File: config.mk
export PLATFORM = sky130hd
export DESIGN_NAME = multicycle_ctrl
export DESIGN_NICKNAME = d
export VERILOG_FILES = /design/src/rtl/multicycle_ctrl.sv
export SDC_FILE = /design/constraint.sdc
export NUM_CORES = 1
export LEC_CHECK = 0
export ABC_AREA = 1
export BUFFER_PORTS_ARGS = -buffer_cell sky130_fd_sc_hd__buf_2
export CAP_MARGIN = 20
export CORE_MARGIN = 3
export CORE_UTILIZATION = 30
export DETAILED_ROUTE_END_ITERATION = 16
export GPL_ROUTABILITY_DRIVEN = 1
export PLACE_DENSITY_LB_ADDON = 0.3
export SLEW_MARGIN = 20
export SYNTH_ARGS = -nofsm -noshare
export SYNTH_HDL_FRONTEND = slang
export SYNTH_SLANG_ARGS = --single-unit
File: constraint.sdc
create_clock -name clk -period 3.6 [get_ports clk]
set_input_delay 0.72 -clock clk [delete_from_list [all_inputs] [get_ports clk]]
set_output_delay 0.72 -clock clk [all_outputs]
set_load 0.01 [all_outputs]
File: src/rtl/multicycle_ctrl.sv
// Multi-cycle RV32I sequencer: FETCH/DECODE/EXECUTE/MEM/WB with memory handshakes.
// Optional macro MULTICYCLE_DATA_WAIT_EN: MEM waits for data_ready (otherwise MEM is one cycle).
module multicycle_ctrl #(
  parameter int FETCH_TIMEOUT = 255
) (
  input  logic        clk,
  input  logic        rst,
  input  logic [31:0] instr_code,
  input  logic        branch_taken,
  input  logic        instr_ready,
  input  logic        data_ready,
  output logic        instr_req,
  output logic        IR_en,
  output logic        data_req,
  output logic        data_we,
  output logic        PC_en,
  output logic        ALUSrc_A,
  output logic        ALUSrc_B,
  output logic        RegWrite,
  output logic        Branch,
  output logic [1:0]  PCSrc,
  output logic [1:0]  MemtoReg,
  output logic [3:0]  ALUControl,
  output logic        instret,
  output logic        illegal_instr,
  output logic        bus_err
);

  localparam logic [2:0] S_FETCH   = 3'd0;
  localparam logic [2:0] S_DECODE  = 3'd1;
  localparam logic [2:0] S_EXECUTE = 3'd2;
  localparam logic [2:0] S_MEM     = 3'd3;
  localparam logic [2:0] S_WB      = 3'd4;

  localparam logic [6:0] OP_R      = 7'b0110011;
  localparam logic [6:0] OP_I      = 7'b0010011;
  localparam logic [6:0] OP_LUI    = 7'b0110111;
  localparam logic [6:0] OP_AUIPC  = 7'b0010111;
  localparam logic [6:0] OP_JAL    = 7'b1101111;
  localparam logic [6:0] OP_JALR   = 7'b1100111;
  localparam logic [6:0] OP_LOAD   = 7'b0000011;
  localparam logic [6:0] OP_STORE  = 7'b0100011;
  localparam logic [6:0] OP_BRANCH = 7'b1100011;

  localparam logic [3:0] ALU_ADD  = 4'd0;
  localparam logic [3:0] ALU_SUB  = 4'd1;
  localparam logic [3:0] ALU_SLL  = 4'd2;
  localparam logic [3:0] ALU_SLT  = 4'd3;
  localparam logic [3:0] ALU_SLTU = 4'd4;
  localparam logic [3:0] ALU_XOR  = 4'd5;
  localparam logic [3:0] ALU_SRL  = 4'd6;
  localparam logic [3:0] ALU_SRA  = 4'd7;
  localparam logic [3:0] ALU_OR   = 4'd8;
  localparam logic [3:0] ALU_AND  = 4'd9;

  localparam int CW = (FETCH_TIMEOUT > 0) ? $clog2(FETCH_TIMEOUT + 1) : 1;

  logic [2:0]    state, state_next;
  logic [CW-1:0] wait_cnt;
  logic          timeout_hit, mem_done;
  logic [6:0]    opcode;
  logic [2:0]    funct3;
  logic          is_r, is_i, is_lui, is_auipc, is_jal, is_jalr;
  logic          is_load, is_store, is_branch, is_wb_op;
  logic [3:0]    alu_dec;
  logic [1:0]    pc_src_dec;
  logic          unused_inputs;

  assign opcode    = instr_code[6:0];
  assign funct3    = instr_code[14:12];
  assign is_r      = (opcode == OP_R);
  assign is_i      = (opcode == OP_I);
  assign is_lui    = (opcode == OP_LUI);
  assign is_auipc  = (opcode == OP_AUIPC);
  assign is_jal    = (opcode == OP_JAL);
  assign is_jalr   = (opcode == OP_JALR);
  assign is_load   = (opcode == OP_LOAD);
  assign is_store  = (opcode == OP_STORE);
  assign is_branch = (opcode == OP_BRANCH);
  assign is_wb_op  = is_r | is_i | is_lui | is_auipc | is_jal | is_jalr;

  assign unused_inputs = ^{instr_code[31], instr_code[29:15], instr_code[11:7], data_ready};

`ifdef MULTICYCLE_DATA_WAIT_EN
  assign mem_done = data_ready;
`else
  assign mem_done = 1'b1;
`endif

  assign timeout_hit = (FETCH_TIMEOUT != 0) && (wait_cnt == CW'(FETCH_TIMEOUT));

  // Bit 30 selects SUB only for R-type; for immediates it is part of the immediate except on shifts.
  always_comb begin
    alu_dec = ALU_ADD;
    if (is_r || is_i) begin
      case (funct3)
        3'b000:  alu_dec = (is_r && instr_code[30]) ? ALU_SUB : ALU_ADD;
        3'b001:  alu_dec = ALU_SLL;
        3'b010:  alu_dec = ALU_SLT;
        3'b011:  alu_dec = ALU_SLTU;
        3'b100:  alu_dec = ALU_XOR;
        3'b101:  alu_dec = instr_code[30] ? ALU_SRA : ALU_SRL;
        3'b110:  alu_dec = ALU_OR;
        default: alu_dec = ALU_AND;
      endcase
    end else if (is_branch && funct3 != 3'b010 && funct3 != 3'b011) begin
      alu_dec = ALU_SUB;
    end
  end

  always_comb begin
    pc_src_dec = 2'b00;
    if (is_jal)         pc_src_dec = 2'b10;
    else if (is_jalr)   pc_src_dec = 2'b11;
    else if (is_branch) pc_src_dec = {1'b0, branch_taken};
  end

  always_comb begin
    state_next = state;
    case (state)
      S_FETCH:   if (instr_ready) state_next = S_DECODE;
      S_DECODE:  state_next = S_EXECUTE;
      S_EXECUTE: begin
        if (is_wb_op)                 state_next = S_WB;
        else if (is_load || is_store) state_next = S_MEM;
        else                          state_next = S_FETCH;
      end
      S_MEM:     if (mem_done) state_next = is_store ? S_FETCH : S_WB;
      default:   state_next = S_FETCH;
    endcase
  end

  // NOTE: state registers use non-blocking assignments so every flop samples pre-edge values.
  always_ff @(posedge clk) begin
    if (rst) begin
      state    <= S_FETCH;
      wait_cnt <= '0;
    end else begin
      state <= state_next;
      if (state == S_FETCH && !instr_ready && !timeout_hit && FETCH_TIMEOUT != 0)
        wait_cnt <= wait_cnt + CW'(1);
      else
        wait_cnt <= '0;
    end
  end

  // NOTE: every output gets a default first, so no path through the case infers a latch.
  always_comb begin
    instr_req     = 1'b0;
    IR_en         = 1'b0;
    data_req      = 1'b0;
    data_we       = 1'b0;
    PC_en         = 1'b0;
    RegWrite      = 1'b0;
    Branch        = 1'b0;
    instret       = 1'b0;
    illegal_instr = 1'b0;
    bus_err       = 1'b0;
    ALUSrc_A      = 1'b0;
    ALUSrc_B      = 1'b0;
    PCSrc         = 2'b00;
    MemtoReg      = 2'b00;
    ALUControl    = ALU_ADD;
    if (!rst) begin
      case (state)
        S_FETCH: begin
          instr_req = 1'b1;
          IR_en     = instr_ready;
          bus_err   = !instr_ready && timeout_hit;
        end
        S_EXECUTE: begin
          if (is_branch) begin
            Branch  = 1'b1;
            PC_en   = 1'b1;
            instret = 1'b1;
          end else if (!is_wb_op && !is_load && !is_store) begin
            illegal_instr = 1'b1;
            PC_en         = 1'b1;
          end
        end
        S_MEM: begin
          data_req = 1'b1;
          data_we  = is_store;
          if (is_store && mem_done) begin
            PC_en   = 1'b1;
            instret = 1'b1;
          end
        end
        S_WB: begin
          RegWrite = 1'b1;
          PC_en    = 1'b1;
          instret  = 1'b1;
        end
        default: ;
      endcase
      // Datapath selects stay fixed from EXECUTE through WB so ALU result/address hold across MEM waits.
      if (state == S_EXECUTE || state == S_MEM || state == S_WB) begin
        ALUSrc_A   = is_auipc;
        ALUSrc_B   = !(is_r || is_branch);
        PCSrc      = pc_src_dec;
        ALUControl = alu_dec;
        if (is_load)               MemtoReg = 2'b01;
        else if (is_jal || is_jalr) MemtoReg = 2'b10;
        else if (is_lui)           MemtoReg = 2'b11;
      end
    end
  end

endmodule

==> parameters.txt <==
Parameter                              Value

Finish
  Area of all placed cells without fillers    1140 um2
  Total area of multi-input combinational cells    a little under 600 um2
  Filler Cells Inserted    311
  FF+latch area    220 um2
  Non-filler cells in the finished layout    ~230
  Net count of the finished layout    between 200 and 250
  Count of inserted antenna diode cells    0
  Fraction of final layout cells sized beyond drive strength 1    a little over a quarter
  Area Overhead vs Synth    25.2%

Clock tree
  Clock slew at the register clock pins of the worst setup and hold paths    ~0.070 ns
  Total clock buffers created by CTS    3
  Count of buffers added by post-CTS timing repair for setup    0
  Cts repair resizes    0
  Number of hold-repair buffers added at the cts stage    0
  CTS sink cnt    11
  CTS tree    yes
  Worst-skew pair later-pin latency    ~0.26 ns
  Clock root buffer master    sky130_fd_sc_hd__clkbuf_4
  Max Root-Sink Buffers    2
  H-Tree Depth    1

Worst setup path
  CP max FO    4
  Ordered list of cells on the worst path    buf_2, nand2_1, inv_1, nand2_1, nor2_1, nand2_1, nand3_1, nand2_1, nand2_1, buf_2
  Crit path required time    2.88 ns
  Buf+Inv Stages, Crit Path    3
  Most frequent CP cell    sky130_fd_sc_hd__nand2_1
  WP data arrival    roughly 1.8 ns
  Delay-heaviest family, CP    simple AND/OR/NAND/NOR gates
  Critical Setup Path Class    input port to output pin
  Worst stage delay on the critical path    approximately 0.2 ns
  Startpoint types    input port
  Crit end category    output pin
  Slowest cell on the critical path    sky130_fd_sc_hd__nor2_1

Timing
  Worst clock skew on the final layout    approximately 0.0013 ns
  Slew headroom    81.2%
  Unrepaired setup endpoints after global routing    no
  Final Cycle Share    between 60% and 70%
  Pins over their slew limit    0
  Fin crit period    between 2 and 2.5 ns
  Final setup viols    0
  Setup TNS    0 ns
  Worst-Margin Slew    ~0.28 ns
  Hold violation total from the final report    0
  Maximum frequency from static timing analysis    0.405 GHz

Routing
  Total number of vias    slightly above 1000
  DRC violation count after routing    0
  Average routed wire per standard cell    about 9 um
  Routed wire length    2.02 mm
  Via density    roughly 4.6
  Antenna viol nets, final    0
  Length of the first detailed-routing pass in iterations    6
  Violation count after the first detailed-route iteration    37

Global routing
  Number of antenna violations at the first check in global routing    0
  GRT overflow    0
  Vias in the first global route    925
  Largest net degree at the start of global routing    9
  Global-route wire length before repair    ~3.5 mm
  Global routing usage summed across all routing layers    around an eighth

Logic synthesis
  Number of library cell types mapped by synthesis    24
  Synth Instances    around 160
  Synthesis-stage register bit count    11
  Sequential share of the synthesized area    between 20% and 30%
  Syn_area_per_cell    roughly 6 um2
  Area of the mapped netlist    about 910 um2
  Synthesized Nets    between 150 and 200
  Count of warnings emitted by yosys    0

Die
  Core area    ~2800 um2
  Die Footprint    between 3000 and 4000 um2
  Chip height    slightly above 60 um
  Boundary pin count    57
  Horizontal die dimension    61.2 um
  Number of cell rows    19
  Effective utilization at floorplan    32.3%

Power
  Leakage power    0.608 nW
  Maximum resistive drop on vdd    0.0911 mV
  Cell Pwr Density    approximately 240 nW/um2

Place
  Dpl cells    ~220
  Placed cell areas    1120 um2
  Number of buffers added on ports    34
  Weighted congestion at the end of routability-driven global placement    between 0.8 and 0.9
  Total half-perimeter wirelength after legalization and detailed placement    between 1.5 and 2 mm

Job
  Count of maximum capacitance violations    0

Worst hold path
  Path class of the lowest-slack min-delay path    flip-flop to flip-flop

Status
  Outcome    completed
[metal layers]
| metal | track usage (%) | part of all wire [%] |
|---|---|---|
| met2 | 19.5 | 43 |
| met5 | 0 | 0 |
| met4 | 3.72 | 0 |
| met3 | 1.89 | 6.8 |
| met1 | 15.6 | 50 |
[cell families after synthesis]
logic type | Yosys count | share of synthesized area, %
fa+ha+maj | 1 | 1.37
simple gates | 102 | 51.2
xor+xnor | 3 | 2.87
buf+inv | 26 | 10.8
compound gates | 14 | 9.71
flops | 11 | 24.1
[registers in the layout (all words and copies together), names as in the netlist]
name	count
wait_cnt	8
state	3
[path summary, 6_finish.rpt]
check             cells past startpoint                endpoint  slack, ns                    from
setup / recovery                     10                   PC_en       1.13           instr_code[1]
hold / removal                        1  wait_cnt[0]$_SDFF_PP0_       0.45  wait_cnt[0]$_SDFF_PP0_
setup reg to reg                      6  wait_cnt[0]$_SDFF_PP0_       2.25  wait_cnt[0]$_SDFF_PP0_
hold reg to reg                       1  wait_cnt[0]$_SDFF_PP0_       0.45  wait_cnt[0]$_SDFF_PP0_
[power breakdown]
group | total [W] | leakage [nW] | switching [W] | internal (W)
Combinational | 0.0000601 | 0.504 | 0.0000378 | 0.0000224
Clock | 0.0000812 | 0.0150 | 0.0000384 | 0.0000428
Sequential | 0.000128 | 0.0892 | 0.00000256 | 0.000125
[cells in the mapped netlist, drive strengths merged]
cell / count / area share, %
o21ai: 1 / 0.55
or2: 1 / 0.68
nor3: 6 / 3.8
xnor2: 2 / 1.9
a211oi: 1 / 0.82
o211ai: 1 / 0.82
dfxtp: 11 / 24
xor2: 1 / 0.96
o21bai: 1 / 2.1
nor3b: 2 / 1.6
a21oi: 10 / 5.5
nor2: 31 / 15
inv: 25 / 10
nand3: 16 / 9.3
ha: 1 / 1.4
nand2: 46 / 21
buf: 1 / 0.55
[layout by cell type (no fill, tap or decap)]
cell                       count
sky130_fd_sc_hd__clkbuf_1      1
sky130_fd_sc_hd__nor2_2        3
sky130_fd_sc_hd__clkbuf_4      3
sky130_fd_sc_hd__nand3_2       1
sky130_fd_sc_hd__xor2_1        1
sky130_fd_sc_hd__dfxtp_1      11
sky130_fd_sc_hd__or2_2         1
sky130_fd_sc_hd__inv_1        24
sky130_fd_sc_hd__nand2_1      42
sky130_fd_sc_hd__nor2_4        2
sky130_fd_sc_hd__nand3_1      15
sky130_fd_sc_hd__o21bai_4      1
sky130_fd_sc_hd__inv_2         1
sky130_fd_sc_hd__a211oi_1      1
sky130_fd_sc_hd__a21oi_1      10
sky130_fd_sc_hd__buf_2        34
sky130_fd_sc_hd__ha_1          1
sky130_fd_sc_hd__nor3b_1       2
sky130_fd_sc_hd__o21ai_0       1
sky130_fd_sc_hd__nor3_2        1
sky130_fd_sc_hd__o211ai_1      1
sky130_fd_sc_hd__nand2_2       3
sky130_fd_sc_hd__xnor2_1       2
sky130_fd_sc_hd__nor3_1        5
sky130_fd_sc_hd__nand2_4       1
sky130_fd_sc_hd__nor2_1       26
[through the flow]
| stage | utilization [%] | setup slack (ns) | power, W | hold slack, ns |
|---|---|---|---|---|
| 2_1_floorplan | - | 1.41 | 0.000171 | 0.418 |
| 3_3_place_gp | 39.5 | 1.14 | 0.000191 | 0.439 |
| 3_5_place_dp | 39.5 | 1.13 | 0.000191 | 0.439 |
| 4_1_cts | 40.5 | 1.12 | 0.000274 | 0.449 |
| 5_1_grt | 40.5 | 0.938 | 0.000290 | 0.494 |
| 6_report | 40.5 | 1.13 | 0.000269 | 0.450 |
[cell type report]
cell class,instances,area share [%]
multi-input cells,120,52.0
flip-flops and latches,11,19.2
repair buffers,34,14.9
inverters,25,8.20
well taps,31,3.39
clock buffers,4,2.30
(Power assumes the default switching activity.)
